File: src/rtl/uart_rx_fifo.sv
// 4x-oversampled 8N1 UART receiver feeding a byte FIFO, with RTS flow control.
// Define UART_RX_FRAMING_EN to check the stop bit (ferr flag and BRK state).
module uart_rx_fifo #(
  parameter int DEPTH     = 16,
  parameter int RTS_LEVEL = 12
) (
  input  logic       clk,
  input  logic       rst_n,
  input  logic       bit_clk4x,
  input  logic       rx,
  input  logic       data_read,
  output logic [7:0] rxdata,
  output logic       rxrecv,
  output logic       ovf,
  output logic       ferr,
  output logic       rts
);

  localparam int PW = $clog2(DEPTH);
  localparam logic [PW:0] PTR_ONE = 1;
  localparam logic [PW:0] RTS_CNT = (PW+1)'(RTS_LEVEL);

  localparam logic [2:0] IDLE  = 3'd0;
  localparam logic [2:0] START = 3'd1;
  localparam logic [2:0] DATA  = 3'd2;
  localparam logic [2:0] STOP  = 3'd3;
`ifdef UART_RX_FRAMING_EN
  localparam logic [2:0] BRK   = 3'd4;
`endif

  logic        rxMeta_q, rxSync_q;
  logic [2:0]  state_q, state_d;
  logic [1:0]  tcnt_q, tcnt_d;
  logic [2:0]  bitcnt_q, bitcnt_d;
  logic [7:0]  shift_q, shift_d;
  logic        push_q, push_d;
  logic        dataRead_q, pop_q;
  logic [PW:0] rdPtr_q, wrPtr_q, count_q, count_d;
  logic [7:0]  mem_q [DEPTH];
  logic        ovf_q, rts_q;
  logic        full, empty, doPush, doPop, ovfSet;
`ifdef UART_RX_FRAMING_EN
  logic        ferrSet, ferr_q;
`endif

  always_ff @(posedge clk or negedge rst_n) begin
    if (!rst_n) begin
      rxMeta_q <= 1'b1;
      rxSync_q <= 1'b1;
    end else begin
      rxMeta_q <= rx;
      rxSync_q <= rxMeta_q;
    end
  end

  // Start bit is rechecked two ticks in; data and stop bits every four ticks after that.
  always_comb begin
    state_d  = state_q;
    tcnt_d   = tcnt_q;
    bitcnt_d = bitcnt_q;
    shift_d  = shift_q;
    push_d   = 1'b0;
`ifdef UART_RX_FRAMING_EN
    ferrSet  = 1'b0;
`endif
    if (bit_clk4x) begin
      case (state_q)
        IDLE: begin
          if (!rxSync_q) begin
            state_d = START;
            tcnt_d  = 2'd0;
          end
        end
        START: begin
          tcnt_d = tcnt_q + 2'd1;
          if (tcnt_q == 2'd1) begin
            if (!rxSync_q) begin
              state_d  = DATA;
              tcnt_d   = 2'd0;
              bitcnt_d = 3'd0;
            end else begin
              state_d = IDLE;
            end
          end
        end
        DATA: begin
          tcnt_d = tcnt_q + 2'd1;
          if (tcnt_q == 2'd3) begin
            shift_d  = {rxSync_q, shift_q[7:1]};
            bitcnt_d = bitcnt_q + 3'd1;
            if (bitcnt_q == 3'd7) state_d = STOP;
          end
        end
        STOP: begin
          tcnt_d = tcnt_q + 2'd1;
          if (tcnt_q == 2'd3) begin
`ifdef UART_RX_FRAMING_EN
            if (rxSync_q) begin
              push_d  = 1'b1;
              state_d = IDLE;
            end else begin
              ferrSet = 1'b1;
              state_d = BRK;
            end
`else
            push_d  = 1'b1;
            state_d = IDLE;
`endif
          end
        end
`ifdef UART_RX_FRAMING_EN
        BRK: begin
          if (rxSync_q) state_d = IDLE;
        end
`endif
        default: state_d = IDLE;
      endcase
    end
  end

  // A full FIFO still accepts a push when a pop lands in the same cycle.
  assign empty  = (count_q == '0);
  assign full   = (wrPtr_q[PW] != rdPtr_q[PW]) && (wrPtr_q[PW-1:0] == rdPtr_q[PW-1:0]);
  assign doPop  = pop_q && !empty;
  assign doPush = push_q && (!full || doPop);
  assign ovfSet = push_q && full && !doPop;

  always_comb begin
    count_d = count_q;
    if (doPush && !doPop) count_d = count_q + PTR_ONE;
    else if (doPop && !doPush) count_d = count_q - PTR_ONE;
  end

  always_ff @(posedge clk or negedge rst_n) begin
    if (!rst_n) begin
      state_q    <= IDLE;
      tcnt_q     <= 2'd0;
      bitcnt_q   <= 3'd0;
      shift_q    <= 8'h00;
      push_q     <= 1'b0;
      dataRead_q <= 1'b0;
      pop_q      <= 1'b0;
      rdPtr_q    <= '0;
      wrPtr_q    <= '0;
      count_q    <= '0;
      ovf_q      <= 1'b0;
      rts_q      <= 1'b0;
    end else begin
      state_q    <= state_d;
      tcnt_q     <= tcnt_d;
      bitcnt_q   <= bitcnt_d;
      shift_q    <= shift_d;
      push_q     <= push_d;
      dataRead_q <= data_read;
      pop_q      <= dataRead_q && !data_read;
      if (doPop) rdPtr_q <= rdPtr_q + PTR_ONE;
      if (doPush) wrPtr_q <= wrPtr_q + PTR_ONE;
      count_q    <= count_d;
      if (ovfSet) ovf_q <= 1'b1;
      else if (pop_q) ovf_q <= 1'b0;
      rts_q      <= (count_q >= RTS_CNT);
    end
  end

  always_ff @(posedge clk) begin
    if (doPush) mem_q[wrPtr_q[PW-1:0]] <= shift_q;
  end

`ifdef UART_RX_FRAMING_EN
  always_ff @(posedge clk or negedge rst_n) begin
    if (!rst_n) begin
      ferr_q <= 1'b0;
    end else if (ferrSet) begin
      ferr_q <= 1'b1;
    end else if (pop_q) begin
      ferr_q <= 1'b0;
    end
  end
  assign ferr = ferr_q;
`else
  assign ferr = 1'b0;
`endif

  assign rxdata = empty ? 8'h00 : mem_q[rdPtr_q[PW-1:0]];
  assign rxrecv = !empty;
  assign ovf    = ovf_q;
  assign rts    = rts_q;

endmodule
File: config.mk
export PLATFORM = sky130hd
export DESIGN_NAME = uart_rx_fifo
export DESIGN_NICKNAME = d
export VERILOG_FILES = /design/src/rtl/uart_rx_fifo.sv
export SDC_FILE = /design/constraint.sdc
export NUM_CORES = 1
export LEC_CHECK = 0
export ABC_CLOCK_PERIOD_IN_PS = 3000
export CAP_MARGIN = 20
export CORE_MARGIN = 2
export CORE_UTILIZATION = 35
export CTS_CLUSTER_DIAMETER = 100
export DETAILED_ROUTE_END_ITERATION = 7
export DONT_BUFFER_PORTS = 1
export PLACE_DENSITY_LB_ADDON = 0.08
export SLEW_MARGIN = 30
export SYNTH_ARGS = -nofsm -noshare
export SYNTH_HDL_FRONTEND = slang
export SYNTH_SLANG_ARGS = --single-unit
File: constraint.sdc
create_clock -name clk -period 3 [get_ports clk]
set_input_delay 0.3 -clock clk [delete_from_list [all_inputs] [get_ports clk]]
set_output_delay 0.3 -clock clk [all_outputs]
set_load 0.05 [all_outputs]
* Yosys cells after proc, flatten, opt, wreduce, memory -nomap -nowiden
Memory sizes are Yosys's and may differ from the RTL's.
Index checks and enable logic that the tools add are counted.
Widths: inputs -> output; s select.
** Word-level totals
- Register bits after elaboration :: 38
- Memory bits (writable) :: 128
- Input port bits :: 5
- Output and inout bits :: 12
- Logic and storage cells :: 86
- Memories :: 1
** Cells by class
- $add $sub $neg :: 6
- Magnitude comparators :: 1
- Equal/unequal tests :: 14
- Multiplexer cells :: 25
- Reductions and logical operators :: 25
** Memory list
- mem_q :: words 16, width 8, read ports 1, clocked after Yosys merged registers in 0, wr ports 1, RTL line 39 : logic [7:0] mem_q [DEPTH];
** Operator list (count)
- $mux 3 :: 8
- $add 5x1->5 const B :: 3
- $ne 2x2->1 const B :: 6
- $pmux 3 s4 :: 1
- $mux 5 :: 2
- $logic_and 1x1->1 :: 8
- $mux 2 :: 4
- $mux 8 :: 1
- $mux 1 :: 7
- $eq 3x2->1 const B :: 2
- $pmux 2 s3 :: 1
- $pmux 3 s2 :: 1
- $reduce_and 3->1 :: 2
- $reduce_and 6->1 :: 1
- $reduce_bool 2->1 :: 3
- $ge 5x4->1 const B :: 1
- $logic_not 1->1 :: 5
- $logic_not 5->1 :: 1
- $reduce_and 5->1 :: 1
- $sub 5x1->5 const B :: 1
- $eq 4x4->1 :: 1
- $add 3x1->3 const B :: 1
- $eq 3x1->1 const B :: 1
- $eq 3x3->1 const B :: 1
- other kinds (8) :: 8

* Logic depth before layout (Yosys ltp)
Gate-level depths: netlist of the first run.
- Depth in word-level cells :: 9
- Depth in mapped cells :: 12
- Gate-level depth less buffers :: 11

* Least setup slack after synthesis of the first run
No wires, ideal clock.
- Path kind :: reg2reg
- Start :: reg rdPtr_q[1]
- End :: reg count_q[4]
- Setup time :: 0.080 ns
- Arrival :: 2.502 ns
- Required time :: 2.920 ns
- Path slack :: 0.418 ns
- Stages on the path, launching flop included :: 13
- Buffers on the path :: 1
- Clock period less this slack :: 2.582 ns
- Path through :: dfrtp_1 buf_6 xnor2_2 nand3_4 o31ai_4 inv_1 ha_1 inv_1 ha_1 a21o_1 a21oi_1 mux2i_1 xnor2_1
** On the way
- Cells in the longest elaborated chain, start to end :: 8
- Elaborated cells between the ends (all ways) :: 10
- Classes of those cells :: 1 x eq/ne; 1 x mux; 8 x reduce/logical
** RTL lines
- start: declaration :: RTL line 38 : logic [PW:0] rdPtr_q, wrPtr_q, count_q, count_d;
- start signal: assignment :: RTL line 156 : if (doPop) rdPtr_q <= rdPtr_q + PTR_ONE;
- $eq 4x4->1 * :: RTL line 123 : assign full = (wrPtr_q[PW] != rdPtr_q[PW]) && (wrPtr_q[PW-1:0] == rdPtr_q[PW-1:0]);
- $logic_and 1x1->1 * :: RTL line 123
- $logic_not 1->1 * :: RTL line 125 : assign doPush = push_q && (!full || doPop);
- $logic_or 1x1->1 * :: RTL line 125
- $logic_and 1x1->1 * :: RTL line 125
- named net doPush :: RTL line 41 : logic full, empty, doPush, doPop, ovfSet;
- $logic_not 1->1 :: RTL line 131 : else if (doPop && !doPush) count_d = count_q - PTR_ONE;
- $logic_and 1x1->1 :: RTL line 131
- $reduce_bool 2->1 (no source line)
- end signal: assignment :: RTL line 158 : count_q <= count_d;
- end: declaration :: RTL line 38
Mark *: on every way through the listed nets, which the timed path passes. The rest lies on a longest branch.
A chain may end at the register's enable or synchronous reset.

* Worst setup path after layout of the first run
- Start :: reg wrPtr_q[3]
- End :: reg count_q[4]
** On the way
- Cells in the longest elaborated chain, start to end :: 8
- Elaborated cells between the ends (all ways) :: 10
- Classes of those cells :: 1 x eq/ne; 1 x mux; 8 x reduce/logical
** RTL lines
- start: declaration :: RTL line 38
- start signal: assignment :: RTL line 157 : if (doPush) wrPtr_q <= wrPtr_q + PTR_ONE;
- $eq 4x4->1 * :: RTL line 123
- $logic_and 1x1->1 * :: RTL line 123
- $logic_not 1->1 * :: RTL line 125
- $logic_or 1x1->1 * :: RTL line 125
- $logic_and 1x1->1 * :: RTL line 125
- named net doPush :: RTL line 41
- $logic_not 1->1 :: RTL line 131
- $logic_and 1x1->1 :: RTL line 131
- $reduce_bool 2->1 (no source line)
Marks and branches as above.

==> results_dict.tcl, run 1 <==
set metrics [dict create \
    syn_nets 416 \
    synthXorXnorAreaFrac_pct 2.62 \
    syn_area_per_cell_um2 17.6 \
    rr_worst_depth 11 \
    synth_top_family_by_area "multiplexers" \
    fmax_mhz 370 \
    synth_top_cell_by_area "edfxtp_1" \
    clk_latency_ps 420 \
    synthMuxAreaShare_pct 13.6 \
    num_vias 3360 \
    cts_setup_buffers 0 \
    cts_hold_buf 5 \
    placed_area_um2 7330 \
    dieWidth_um 145 \
    drt_first_pass_iters 4 \
    rows 51 \
    place_ws_ps 312 \
    synthTopCellsByCount "edfxtp_1, dfrtp_1, nand2_1" \
    place_congestion 0.726 \
    worst_pin_slew_ps 971 \
    synth-seq-cells 165 \
    max-vdd-ir-drop_mv 0.468 \
    clk_pin_slew_ps 60 \
    die_area_um2 21000 \
    start_util_pct 35.7 \
    grt_max_degree 38 \
    dp.cells 661 \
    hold_viol 0 \
    portBuffers 0 \
    fin_ws_ps 297 \
    drc 0 \
    worstPathMaxFanout 10 \
    numCtsBuffers 17 \
    cts_tree "done" \
    worstPathArrival_ps 3050 \
    overflow 0 \
    critPathKind "reg -> reg" \
    nets 440 \
    syn_inst 396 \
    n_antenna_cell 0 \
    design.core.area_um2 19500 \
    synth_area_um2 6960 \
    endpoint "count_q[4]" \
    design_area_um2 8030 \
    r2r-start "wrPtr_q[3]" \
    totalWireLength_mm 13.9 \
    clkSinkCount 165 \
    synth_compound_area_share_pct 5.01 \
    cp-end-kind "register" \
    synth_flop_cell "edfxtp_1" \
    p_leak_nw 2.80 \
    clock_skew_ps 9.10 \
    required_ps 3340 \
    grt_pass1_vias 3586 \
    finalSetupViolCount 0 \
    area_growth_pct 15.3 \
    synth.distinct_cells 50 \
    r2r-end "count_q[4]" \
    rrSetupSlack_ps 300 \
    clockBufferDepth 2 \
    cts_max_level 4 \
    die_h_um 145 \
    cap_violations 0 \
    grt_pass1_wl_mm 21.8 \
    yosysMostFrequentCell "edfxtp_1" \
    layout.cells.non_filler 696 \
    grt_setup_unrepaired "false" \
    yosys.area_share.simple_pct 4.80 \
    wl_per_cell_um 19.9 \
    hp-class "in -> reg" \
    synthAdderAreaFrac_pct 2.80 \
    cts_root_buffer "clkbuf_16" \
    drt-vias-per-instance 4.83 \
    crit_path_start "wrPtr_q[3]" \
    netlist_top_cells_area "edfxtp_1, dfrtp_1, mux4_2, mux2i_1, ha_1" \
    cp-start-kind "register" \
    ioPinCount 17 \
    yosys.area.top_type_share_pct 55.2 \
    grt_antenna_before_repair 0 \
    synth-edff-count 128 \
    yosys_warnings 0 \
    drive_above_1_share_pct 24.1 \
    ys_async_sr_fraction_pct 22.4 \
    fin_util_pct 41.1 \
    grt.total_usage_pct 14.1 \
    status "finished, final reports clean" \
    finalMaxSlewViolations 0 \
    dp_hpwl_mm 8.62 \
    ys_seq_area_share_pct 68.5 \
    p_total_mw 7.35 \
    power_density_nw_per_um2 915 \
    relSlewSlack_pct 35.0 \
    fin_crit_sh_pct 90.1 \
    ant_nets 0 \
    drt_first_iter_violations 207 \
    fin_hold_ws_ps 18.6 \
    layout_min_cycle_time_ps 2700 \
    fin_setup_tns_ps 0 \
    cts_resized 0 \
]
[sequential cells by signal (all words and copies together), names as in the netlist]
signal      flops
mem_q         128
shift_q         8
count_q         5
rdPtr_q         5
wrPtr_q         5
bitcnt_q        3
state_q         2
tcnt_q          2
dataRead_q      1
ovf             1
pop_q           1
push_q          1
rts             1
rxMeta_q        1
rxSync_q        1
[routing by layer]
metal	vias up	share of wire, %	global-route usage (%)
met5	-	0	0
met4	0	1.1	4.17
met3	12	3.3	3.74
met2	57	48	22.0
met1	1720	47	19.6
li1	1571	-	-
[critical path, stage by stage, from the launching register on]
cell and delay (ps):
dfrtp_1 590, xnor2_4 170, nand3_4 100, o31ai_4 320
inv_1 80, ha_1 220, inv_1 160, ha_1 300
a21o_1 170, a21oi_1 170, mux2i_1 230, xnor2_1 140
[final cells by class]
class	count	area (um2)
flip-flops and latches	165	4770
inverters	13	48.8
clock inverters	13	206
repair buffers	25	223
fillers	1825	11500
well taps	265	332
clock buffers	17	425
multi-input cells	198	2020
[worst min path at each step]
stage,endpoint,slack (ps),cells after the start,from
6_report,push_q,20,2,bit_clk4x
5_1_grt,push_q,7,2,bit_clk4x
4_1_cts,push_q,0.3,2,bit_clk4x
3_5_place_dp,tcnt_q[0],6,0,rst_n
3_3_place_gp,tcnt_q[1],6,0,rst_n
2_1_floorplan,bitcnt_q[0],4,0,rst_n
[layout by cell type, fill, tap and decap left out, types with 2 or more instances in the layout]
cell type      count
inv_1             13
mux2i_1           18
clkbuf_16         17
bufinv_16          5
o31ai_1            2
nand2_1           35
buf_12             2
o22ai_1            8
o311ai_2           4
nor2_1            14
dlygate4sd3_1      4
edfxtp_1         128
a22o_1             2
nand2b_1           3
nor3_1             4
and2_1             2
buf_4             19
clkinvlp_4         3
xor2_1             2
clkinv_1           2
dfstp_2            2
a21o_1             3
dfrtp_1           34
ha_1              14
mux4_2            32
a21oi_1            3
mux2_2             3
inv_6              2
nand4_1            2
o31ai_4            2
xnor2_1           12
o21ai_0           10
nor2_2             2
[kinds of logic after synthesis]
family	count (synthesis)
adders and majority gates	15
xor gates and xnor gates	17
other	1
AOI/OAI and AO/OA	40
DFF	165
and+or+nand+nor	71
buffers and inverters	33
muxes	54
[power breakdown]
part           internal [mW]  leakage (nW)  total, mW  switching, mW
clock network           1.47         0.297       2.34          0.872
logic                  0.878         0.877       2.14           1.26
registers               2.62          1.63       2.87          0.249
total                   4.97          2.80       7.35           2.38
(Power assumes the default switching activity.)
==> inputs of run 2 (changes only) <==
--- a/config.mk
+++ b/config.mk
@@ -13,6 +13,8 @@
 export DETAILED_ROUTE_END_ITERATION = 7
 export DONT_BUFFER_PORTS = 1
 export PLACE_DENSITY_LB_ADDON = 0.08
+export REMOVE_ABC_BUFFERS = 1
+export SETUP_SLACK_MARGIN = 0.5
 export SLEW_MARGIN = 30
 export SYNTH_ARGS = -nofsm -noshare
 export SYNTH_HDL_FRONTEND = slang
==> run 2 against run 1 <==
Sequential power is 1% higher. Power is 4.9% higher. Global-route usage increased by 0.37 points. Via count grew 4.5%. Flip-flop and latch count did not move. Non-clock buffer count is 15 higher. Maximum frequency is 6.7% higher. Die area unchanged.
==> results_dict.tcl, run 2 (synthesized netlist as in run 1, its figures left out) <==
set metrics [dict create \
    rr_worst_depth 6 \
    nets 455 \
    start_util_pct 35.7 \
    final_cell_mix "edfxtp_1, nand2_1, mux4_2" \
    numCtsBuffers 17 \
    placed_area_um2 7320 \
    drt-vias-per-instance 4.93 \
    clock_skew_ps 7.59 \
    finalMaxSlewViolations 0 \
    drt_first_pass_iters 4 \
    rrSetupSlack_ps 610 \
    portBuffers 0 \
    cap_violations 0 \
    ioPinCount 17 \
    ant_nets 0 \
    area_growth_pct 19.3 \
    crit_cells 6 \
    drc 0 \
    cts_max_level 4 \
    design_area_um2 8310 \
    status "finished, final reports clean" \
    path_buf_inv 3 \
    grt_setup_unrepaired "true" \
    wl_per_cell_um 20.4 \
    cts_root_buffer "clkbuf_16" \
    mostFrequentLayoutCell "edfxtp_1" \
    die_area_um2 21000 \
    cp-start-kind "register" \
    worstPathArrival_ps 2230 \
    drive_above_1_share_pct 31.7 \
    r2r-start "rdPtr_q[0]" \
    hp-start "bit_clk4x" \
    rows 51 \
    p_leak_nw 2.91 \
    layout_min_cycle_time_ps 2530 \
    slowest_stage "mux4_2" \
    crit_chain "buf_6 -> buf_16 -> mux4_2 -> mux2i_2 -> o22ai_1 -> buf_4" \
    fmax_mhz 395 \
    clkSinkCount 165 \
    grt_pass1_wl_mm 22.4 \
    hp-class "in -> reg" \
    relSlewSlack_pct 38.4 \
    totalWireLength_mm 14.5 \
    num_vias 3512 \
    endpoint "rxdata[6]" \
    cts_tree "done" \
    p_total_mw 7.71 \
    grt_max_degree 38 \
    worst_pin_slew_ps 921 \
    worstPathMaxFanout 5 \
    drt_first_iter_violations 198 \
    design.core.area_um2 19500 \
    place_ws_ps 337 \
    required_ps 2700 \
    cp-end-kind "output port" \
    max-vdd-ir-drop_mv 0.428 \
    crit_path_start "rdPtr_q[0]" \
    cpPeakStageDelay_ps 540 \
    clockBufferDepth 2 \
    power_density_nw_per_um2 928 \
    fin_crit_sh_pct 84.4 \
    r2r-end "mem_q[13][4]" \
    grt_antenna_before_repair 0 \
    hold_viol 0 \
    place_congestion 0.729 \
    critPathKind "reg -> out" \
    dieWidth_um 145 \
    n_antenna_cell 0 \
    grt.total_usage_pct 14.5 \
    clk_pin_slew_ps 60 \
    dp_hpwl_mm 8.72 \
    clk_latency_ps 420 \
    overflow 0 \
    crit_family "multiplexers" \
    fin_ws_ps 467 \
    finalSetupViolCount 0 \
    largest_reg_flops 128 \
    die_h_um 145 \
    grt_pass1_vias 3675 \
]
[run 2: cell type report]
class,count,area (um2)
Clock buffer,19,433
Clock inverter,13,164
Fill cell,1797,11200
Inverter,13,51.3
Multi-Input combinational cell,198,2120
Sequential cell,165,4780
Tap cell,265,332
Timing Repair Buffer,40,429
[run 2: metrics by stage]
stage / hold slack (ps) / utilization, % / instances / TNS (ps)
2_1_floorplan: 4.41 / - / 376 / -6500
3_3_place_gp: 5.73 / 37.5 / 659 / 0
3_5_place_dp: 5.63 / 37.5 / 659 / 0
4_1_cts: 43.2 / 41.8 / 704 / 0
5_1_grt: 55.8 / 42.5 / 713 / 0
6_report: 64.5 / 42.5 / 713 / 0
[run 2: worst min-delay path by stage]
stage,depth (start not counted),end
finish,2,state_q[0]
global route,2,state_q[0]
CTS,2,state_q[0]
detailed placement,0,tcnt_q[0]
global placement,0,tcnt_q[1]
floorplan,0,bitcnt_q[0]
[run 2: report_power, final]
part           total (mW)  internal [mW]  switching, mW
logic                2.58           1.18           1.40
clock network        2.21           1.26          0.954
registers            2.91           2.63          0.286
total                7.71           5.07           2.64
[run 2: layer usage]
metal / up-vias / track usage (%) / wire length, um
li1: 1607 / - / -
met3: 13 / 3.18 / 351
met4: 0 / 4.56 / 168
met1: 1850 / 20.1 / 7070
met2: 42 / 22.9 / 6960
met5: - / 0 / 0
[run 2: repair_timing]
| item | 4_1_cts | 5_1_grt |
|---|---|---|
| pin swaps | 2 | 8 |
| resized for setup | 24 | 11 |
| buffers inserted | 6 | 7 |
| cloned | 2 | 2 |
| hold buffers | 5 | 0 |
| endpoints found under the hold margin | 43 | 0 |
| endpoints found under the setup margin | 10 | 10 |
==> RTL change, RTL diff (settings of run 1) <==
`DEPTH`: 16 -> 32.
--- a/src/rtl/uart_rx_fifo.sv
+++ b/src/rtl/uart_rx_fifo.sv
@@ -3,3 +3,3 @@
 module uart_rx_fifo #(
-  parameter int DEPTH     = 16,
+  parameter int DEPTH     = 32,
   parameter int RTS_LEVEL = 12
Function: same outputs for any inputs over 10 cycles, from zero or initial values and one cycle with rst_n low; that may be too few to reach the edited logic, so the function may still have changed.
==> RTL change against run 1 <==
Clock skew grew 18 ps. Routed wire length grew 100%. Die area grew 72%. Sequential cell count grew 131. Final area grew 83%. Power grew 86%. Setup slack lost 250 ps. Area after synthesis grew 74%.
==> RTL change: results (changes against run 1) <==
| Metric | Value |
|---|---|
| Met2 Use GR | `25.76% (+3.8 points)` |
| Final WL | `28370 um (+100%)` |
| Clock buffer depth | `3 (+1)` |
| H-tree level count | `2 (-2)` |
| Number of synthesized flops with an enable pin | `256 (+100%)` |
| Largest net degree at the start of global routing | `41 (+7.9%)` |
| Multi-input combinational area share | `23.73% (-1.4 points)` |
| Buffer share of cell area | `5.411% (+2.6 points)` |
| Cell depth of the worst hold path | `3 (+1)` |
| Worst r2r src | `count_q[0]` |
| DR WL met3 | `1361 um (+190%)` |
| Worst path slowest cell | `mux4_2` |
| Post-cts resize count | `49 (+49)` |
| Syn_nets | `682 (+64%)` |
| Critical path's largest stage delay | `510 ps (-80 ps)` |
| First-pass GRT wire length | `42010 um (+92%)` |
| Final hold slack | `32.58 ps (+13.94 ps)` |
| Synth area leaders | `edfxtp_1 63%, mux4_2 9.1%, dfrtp_1 7.9%, mux2i_1 2.8%, ha_1 1.5%` |
| Cell Area, Placed | `0.01294 sq mm (+77%)` |
| Slew headroom | `34.96% (about the same)` |
| Clock latency on the worst-skew pair | `520 ps (+100 ps)` |
| Status | `completed` |
| Invs w/o clock | `16 (+3)` |
| Met3 global-route usage | `2.878% (-0.86 points)` |
| Worst Path Max Fanout | `6 (-4)` |
| Post-DP HPWL | `16910 um (+96%)` |
RTL change: changes by cell type in the layout (fill, tap and decap cells not counted), sizes merged, moves of 8 or more:
cell / before / now
nand2: 36 / 21
buf: 21 / 64
edfxtp: 128 / 256
mux2i: 18 / 34
nor2: 16 / 39
clkinv: 3 / 12
clkbuf: 17 / 45
mux4: 32 / 49
o221ai: 0 / 8
a22o: 2 / 15
RTL change: cell families after synthesis:
group	after synthesis	synth area share (%)
compound gates	86	6.198
xor+xnor	19	1.436
fa+ha+maj	16	1.715
buf+inv	51	2.004
flops	296	71.75
mux	92	12.76
other cells	1	0.03096
simple gates	100	4.111
RTL change: worst max path at each step:
stage / from / to / slack, ps / cells after the start
floorplan: count_q[0] / count_q[5] / 2 / 12
global placement: rdPtr_q[0] / rxdata[1] / -120 / 7
detailed placement: rdPtr_q[0] / rxdata[1] / -130 / 7
CTS: rdPtr_q[0] / rxdata[4] / -20 / 8
global route: rdPtr_q[0] / rxdata[1] / -50 / 8
finish: rdPtr_q[0] / rxdata[1] / 50 / 8
